File: src/rtl/uc_escalonador_jogo.sv
// Game-tick scheduler: paces frames with a tick counter, sequences the shot, asteroid
// and collision controllers over start/done handshakes, and arbitrates fire requests in.
module uc_escalonador_jogo #(
    parameter int PERIODO_TICK = 50000000,
    parameter int TIMEOUT      = 4096
) (
    input  logic       clock,
    input  logic       reset,
    input  logic       iniciar,
    input  logic       atirar,
    input  logic       tiro_registrado,
    input  logic       movimentacao_concluida_tiro,
    input  logic       movimentacao_concluida_asteroide,
    input  logic       colisao_concluida,
    output logic       registra_tiro,
    output logic       movimenta_tiro,
    output logic       movimenta_asteroide,
    output logic       verifica_colisao,
    output logic       fim_ciclo,
    output logic       overrun,
    output logic       erro_timeout,
    output logic [4:0] db_estado
);

    localparam logic [4:0] INICIO         = 5'h00;
    localparam logic [4:0] ESPERA         = 5'h01;
    localparam logic [4:0] REGISTRA_TIRO  = 5'h02;
    localparam logic [4:0] MOVE_TIROS     = 5'h03;
    localparam logic [4:0] ESPERA_TIROS   = 5'h04;
    localparam logic [4:0] MOVE_AST       = 5'h05;
    localparam logic [4:0] ESPERA_AST     = 5'h06;
    localparam logic [4:0] COLISAO        = 5'h07;
    localparam logic [4:0] ESPERA_COLISAO = 5'h08;
    localparam logic [4:0] FIM_CICLO      = 5'h09;
    localparam logic [4:0] ERRO           = 5'h1F;

    localparam int CNT_W = (PERIODO_TICK > 1) ? $clog2(PERIODO_TICK) : 1;
    localparam int WD_W  = $clog2(TIMEOUT) + 1;
    localparam logic [CNT_W-1:0] CNT_MAX = CNT_W'(PERIODO_TICK - 1);
    localparam logic [WD_W-1:0]  WD_MAX  = WD_W'(TIMEOUT - 1);

    logic [4:0]       estado_reg, estado_next;
    logic [CNT_W-1:0] tick_cnt_reg, tick_cnt_next;
    logic [WD_W-1:0]  wd_reg, wd_next;
    logic             tick_pendente_reg, tick_pendente_next;
    logic             pedido_tiro_reg, pedido_tiro_next;
    logic             atirar_q_reg;
    logic             overrun_reg, overrun_next;

    logic tick_wrap;
    logic consome_tick;
    logic borda_tiro;
    logic sai_registro;
    logic em_espera;
    logic wd_estouro;

    assign tick_wrap    = iniciar && (tick_cnt_reg == CNT_MAX);
    assign consome_tick = (estado_reg == ESPERA) && iniciar && !pedido_tiro_reg && tick_pendente_reg;
    assign borda_tiro   = atirar && !atirar_q_reg;
    assign sai_registro = (estado_reg == REGISTRA_TIRO) && (estado_next != REGISTRA_TIRO);
    assign wd_estouro   = (wd_reg == WD_MAX);

    always_comb begin
        em_espera = 1'b0;
        case (estado_reg)
            REGISTRA_TIRO, ESPERA_TIROS, ESPERA_AST, ESPERA_COLISAO: em_espera = 1'b1;
            default:                                                 em_espera = 1'b0;
        endcase
    end

    // The tick counter free-runs across a frame; a wrap still pending at the next wrap is an overrun.
    always_comb begin
        tick_cnt_next      = tick_cnt_reg;
        tick_pendente_next = tick_pendente_reg;
        if (!iniciar) begin
            tick_cnt_next      = '0;
            tick_pendente_next = 1'b0;
        end else if (tick_wrap) begin
            tick_cnt_next      = '0;
            tick_pendente_next = 1'b1;
        end else begin
            tick_cnt_next = tick_cnt_reg + CNT_W'(1);
            if (consome_tick) begin
                tick_pendente_next = 1'b0;
            end
        end
        overrun_next = overrun_reg || (tick_wrap && tick_pendente_reg);
    end

    // A new fire edge overrides the clear that happens on leaving REGISTRA_TIRO.
    always_comb begin
        pedido_tiro_next = pedido_tiro_reg;
        if (borda_tiro) begin
            pedido_tiro_next = 1'b1;
        end else if (sai_registro) begin
            pedido_tiro_next = 1'b0;
        end
    end

    always_comb begin
        estado_next = estado_reg;
        case (estado_reg)
            INICIO: estado_next = ESPERA;
            ESPERA: begin
                if (iniciar && pedido_tiro_reg) begin
                    estado_next = REGISTRA_TIRO;
                end else if (iniciar && tick_pendente_reg) begin
                    estado_next = MOVE_TIROS;
                end
            end
            REGISTRA_TIRO: begin
                if (tiro_registrado) begin
                    estado_next = ESPERA;
                end else if (wd_estouro) begin
                    estado_next = ERRO;
                end
            end
            MOVE_TIROS: estado_next = ESPERA_TIROS;
            ESPERA_TIROS: begin
                if (movimentacao_concluida_tiro) begin
                    estado_next = MOVE_AST;
                end else if (wd_estouro) begin
                    estado_next = ERRO;
                end
            end
            MOVE_AST: estado_next = ESPERA_AST;
            ESPERA_AST: begin
                if (movimentacao_concluida_asteroide) begin
                    estado_next = COLISAO;
                end else if (wd_estouro) begin
                    estado_next = ERRO;
                end
            end
            COLISAO: estado_next = ESPERA_COLISAO;
            ESPERA_COLISAO: begin
                if (colisao_concluida) begin
                    estado_next = FIM_CICLO;
                end else if (wd_estouro) begin
                    estado_next = ERRO;
                end
            end
            FIM_CICLO: estado_next = ESPERA;
            ERRO:      estado_next = ERRO;
            default:   estado_next = INICIO;
        endcase
    end

    // Watchdog restarts at zero on every entry to a wait state and counts while it stays there.
    always_comb begin
        wd_next = '0;
        if (em_espera && (estado_next == estado_reg)) begin
            wd_next = wd_reg + WD_W'(1);
        end
    end

    always_ff @(posedge clock or posedge reset) begin
        if (reset) begin
            estado_reg        <= INICIO;
            tick_cnt_reg      <= '0;
            wd_reg            <= '0;
            tick_pendente_reg <= 1'b0;
            pedido_tiro_reg   <= 1'b0;
            atirar_q_reg      <= 1'b0;
            overrun_reg       <= 1'b0;
        end else begin
            estado_reg        <= estado_next;
            tick_cnt_reg      <= tick_cnt_next;
            wd_reg            <= wd_next;
            tick_pendente_reg <= tick_pendente_next;
            pedido_tiro_reg   <= pedido_tiro_next;
            atirar_q_reg      <= atirar;
            overrun_reg       <= overrun_next;
        end
    end

    assign registra_tiro       = (estado_reg == REGISTRA_TIRO);
    assign movimenta_tiro      = (estado_reg == MOVE_TIROS);
    assign movimenta_asteroide = (estado_reg == MOVE_AST);
    assign verifica_colisao    = (estado_reg == COLISAO);
    assign fim_ciclo           = (estado_reg == FIM_CICLO);
    assign erro_timeout        = (estado_reg == ERRO);
    assign overrun             = overrun_reg;
    assign db_estado           = estado_reg;

endmodule
File: config.mk
export PLATFORM = sky130hd
export DESIGN_NAME = uc_escalonador_jogo
export DESIGN_NICKNAME = d
export VERILOG_FILES = /design/src/rtl/uc_escalonador_jogo.sv
export SDC_FILE = /design/constraint.sdc
export NUM_CORES = 1
export LEC_CHECK = 0
export BUFFER_PORTS_ARGS = -buffer_cell sky130_fd_sc_hd__buf_4
export CORE_UTILIZATION = 60
export DETAILED_ROUTE_END_ITERATION = 7
export PLACE_DENSITY = 0.84
export SYNTH_ARGS = -nofsm -noshare
export SYNTH_HDL_FRONTEND = slang
export SYNTH_SLANG_ARGS = --single-unit
File: constraint.sdc
create_clock -name clock -period 2.3 [get_ports clock]
set_clock_uncertainty 0.2 [all_clocks]
set_input_delay 0.23 -clock clock [delete_from_list [all_inputs] [get_ports clock]]
set_output_delay 0.23 -clock clock [all_outputs]
set_load 0.005 [all_outputs]
==> flow_summary_export.csv <==
group,metric,value,unit
cells_and_area,areaGrowthSynthToFinish,14.6,%
placement,place_congestion,0.898,
cells_and_area,fin_area,3000,um^2
cells_and_area,nNetsFinal,322,
route,firstDrtPassIters,4,
setup_path,crit_path_max_incr_delay,0.42,ns
cts,clock_latency,0.30,ns
global_route,grt_pass1_wl,8980,um
logic_synthesis,async_reset_ff_frac,1.00,
die,row_count,23,
logic_synthesis,synth_ff_type,"dfrtp_1",
cells_and_area,final_util,0.733,
global_route,grt_max_degree,29,
cells_and_area,largest_reg_flops,26,
sta,setup_viol,0,
logic_synthesis,yosys_warnings,0,
outcome,status,"completed",
global_route,globalRouteMet3Util,0.0550,
pwr,power_frac_clock,0.395,
pwr,power.internal,1.20,mW
die,core-area,4090,um^2
sta,period_share,0.942,
sta,rsz0062_at_grt,"no",
placement,portBuffers,19,
die,io_pins,20,
cts,cts_tree,"done",
cts,clockRootBuffer,"clkbuf_8",
pwr,combPwrFrac,0.042,
global_route,grt.total_usage,0.260,
global_route,grt-ovfl-total,0,
cts,clkSlewWorstSetupHoldPaths,0.09,ns
hold_path,holdCritPathClass,"input pin to register",
global_route,busiest_layer,"met2",
logic_synthesis,postSynthAreaPerCell,9.24,um^2
die,dieArea,4630,um^2
sta,final_max_slew_viol_count,0,
die,start_util,0.640,
logic_synthesis,synth_cells,283,
logic_synthesis,netlist-cell-type-count,45,
sta,setup_tns,0,ns
die,fp.dieW,68.0,um
cts,cts_max_level,2,
logic_synthesis,synth.yosys.seq_area_share,0.459,
sta,worst_slew_pin_slew,0.618,ns
cts,cts.sinks,48,
pwr,switching_share,0.217,
global_route,met2_usage,0.422,
route,totalWireLength,5530,um
logic_synthesis,ys_ff_latch,48,
logic_synthesis,synth_edf_count,0,
route,drc_errors,0,
logic_synthesis,synth_nets,293,
cells_and_area,layout-drive-gt1-share,0.160,
logic_synthesis,syn_area,2620,um^2
placement,place_area,2860,um^2
setup_path,endpoint_kind,"register",
sta,period_needed,2.17,ns
setup_path,critPathLaunchType,"register",
pwr,p_per_area,511,nW/um^2
route,ant_nets,0,
setup_path,slowest_stage,"dfrtp_1",
cells_and_area,antenna_cells,0,
setup_path,worst-path-buf-inv,1,
job,cap_violations,0,
pwr,seqPwrFrac,0.563,
sta,slew_headroom,0.588,
cts,cts_buffers,5,
global_route,antenna_found_initial,0,
route,num_vias,2189,
placement,place_hpwl,3780,um
cts,clockBufferDepth,2,
route,wl_per_cell,15.2,um
pwr,leakagePower,1.22,nW
setup_path,crit_required,2.28,ns
pwr,ir_worst_vdd,0.000537,V
route,drt_iter0_drc,125,
setup_path,cp_cell_sequence,"ha_1 > and2_1 > nand2_1 > o31ai_4 > buf_4 > a21oi_1",
sta,max_freq,461,MHz
global_route,grt_use_met1,0.349,
setup_path,crit_family,"compound AO/OA/AOI/OAI gates",
route,vias_per_cell,6.03,
sta,finalHoldViolations,0,
die,die_h,68.0,um
setup_path,arrival,2.15,ns
global_route,grt_pass1_vias,1946,
setup_path,crit_fanout,9,
pwr,p_sw,0.332,mW
setup_path,criticalPathCategory,"register to register",
-- per-stage QoR --
stage	hold slack (ns)	total power, mW	setup WS (ns)	cells
2_1_floorplan	0.0614	0.911	0.345	283
3_3_place_gp	0.127	0.938	0.144	353
3_5_place_dp	0.134	0.939	0.110	353
4_1_cts	0.0191	1.54	0.0962	363
5_1_grt	0.0123	1.59	0.00236	363
6_report	0.0250	1.53	0.133	363
-- kinds of logic after synthesis --
kind of cell	after synthesis	share of synthesized area
AOI/OAI and AO/OA	49	0.126
xor gates and xnor gates	22	0.0737
and+or+nand+nor	142	0.291
adders and majority gates	2	0.00957
buffers and inverters	18	0.0311
DFF	48	0.459
muxes	2	0.00861
-- path summary, 6_finish.rpt --
path	start	cells past startpoint	to	slack (ns)
worst min-delay path	iniciar	3	overrun$_DFF_PP0_	0.03
worst min register to register	wd_reg[0]$_DFF_PP0_	1	wd_reg[0]$_DFF_PP0_	0.30
min in group asynchronous	reset	3	db_estado[0]$_DFF_PP0_	0.35
worst max-delay path	tick_cnt_reg[0]$_DFF_PP0_	6	tick_cnt_reg[20]$_DFF_PP0_	0.13
max in group asynchronous	reset	4	wd_reg[5]$_DFF_PP0_	0.98
worst max register to register	tick_cnt_reg[0]$_DFF_PP0_	6	tick_cnt_reg[20]$_DFF_PP0_	0.13
-- Yosys cell counts, types with 4 or more instances --
library cell  count  area, um^2
clkbuf_1          5        18.8
or3_1             8        50.1
nor2_1           36         135
inv_1             7        26.3
and4_1            5        43.8
o31ai_1          10        75.1
nor3_1           12        60.1
a21oi_1          16        80.1
o211ai_1          4        30.0
nor4_1            4        25.0
xor2_1           11        96.3
nand3_1          19        95.1
nand2_1          20        75.1
and3_1            5        31.3
nand4_1           7        43.8
xnor2_1          11        96.3
or4_1             7        52.6
o21ai_0           5        25.0
dfrtp_1          48        1200
buf_2             5        25.0
-- worst reg2reg max path, cell delays in order (launching register included) --
cell,delay (ns)
dfrtp_1,0.42
ha_1,0.24
and2_1,0.24
nand2_1,0.20
o31ai_4,0.42
buf_4,0.25
a21oi_1,0.07
-- metal layers --
metal / wire length (um) / vias to the layer above / part of all wire
met1: 2520 / 1036 / 0.46
met2: 2730 / 60 / 0.49
li1: - / 1087 / -
met5: 0 / - / 0
met3: 222 / 6 / 0.040
met4: 65 / 0 / 0.012
-- power by group through the flow --
stage          combinational [mW]  clock (mW)  sequential, mW
5_1_grt                    0.0720       0.657           0.863
6_report                   0.0641       0.605           0.861
3_5_place_dp               0.0617           0           0.878
4_1_cts                    0.0648       0.619           0.861
2_1_floorplan              0.0350           0           0.876
3_3_place_gp               0.0603           0           0.877
-- area by class of cell --
| type | count | area [um^2] |
|---|---|---|
| inverters | 7 | 26.3 |
| well taps | 50 | 62.6 |
| clock buffers | 5 | 68.8 |
| clock inverters | 3 | 42.5 |
| repair buffers | 33 | 253 |
| multi-input cells | 217 | 1340 |
| fillers | 301 | 1090 |
| flip-flops and latches | 48 | 1200 |
-- placed cells by master (no fill, tap or decap), types with 3 or more instances in the layout --
cell / Yosys / layout
dfrtp_1: 48 / 48
nor2_1: 36 / 36
buf_4: 0 / 31
nand2_1: 20 / 20
nand3_1: 19 / 19
a21oi_1: 16 / 15
nor3_1: 12 / 12
xnor2_1: 11 / 11
xor2_1: 11 / 11
o31ai_1: 10 / 10
or3_1: 8 / 8
nand4_1: 7 / 7
or4_1: 7 / 7
inv_1: 7 / 6
and3_1: 5 / 5
o21ai_0: 5 / 5
and4_1: 5 / 5
clkbuf_8: 0 / 5
o211ai_1: 4 / 4
nand2b_1: 3 / 3
nor2b_1: 3 / 3
nor4_1: 4 / 3
o221ai_1: 3 / 3
and2_1: 3 / 3
-- repair_timing --
item | CTS | global route
setup buffers | 0 | 0
hold endpoints to repair | 28 | 0
gates resized for setup | 0 | 1
hold buffers | 2 | 0
setup endpoints to repair | 0 | 12
Power figures use the tool's default switching activity.
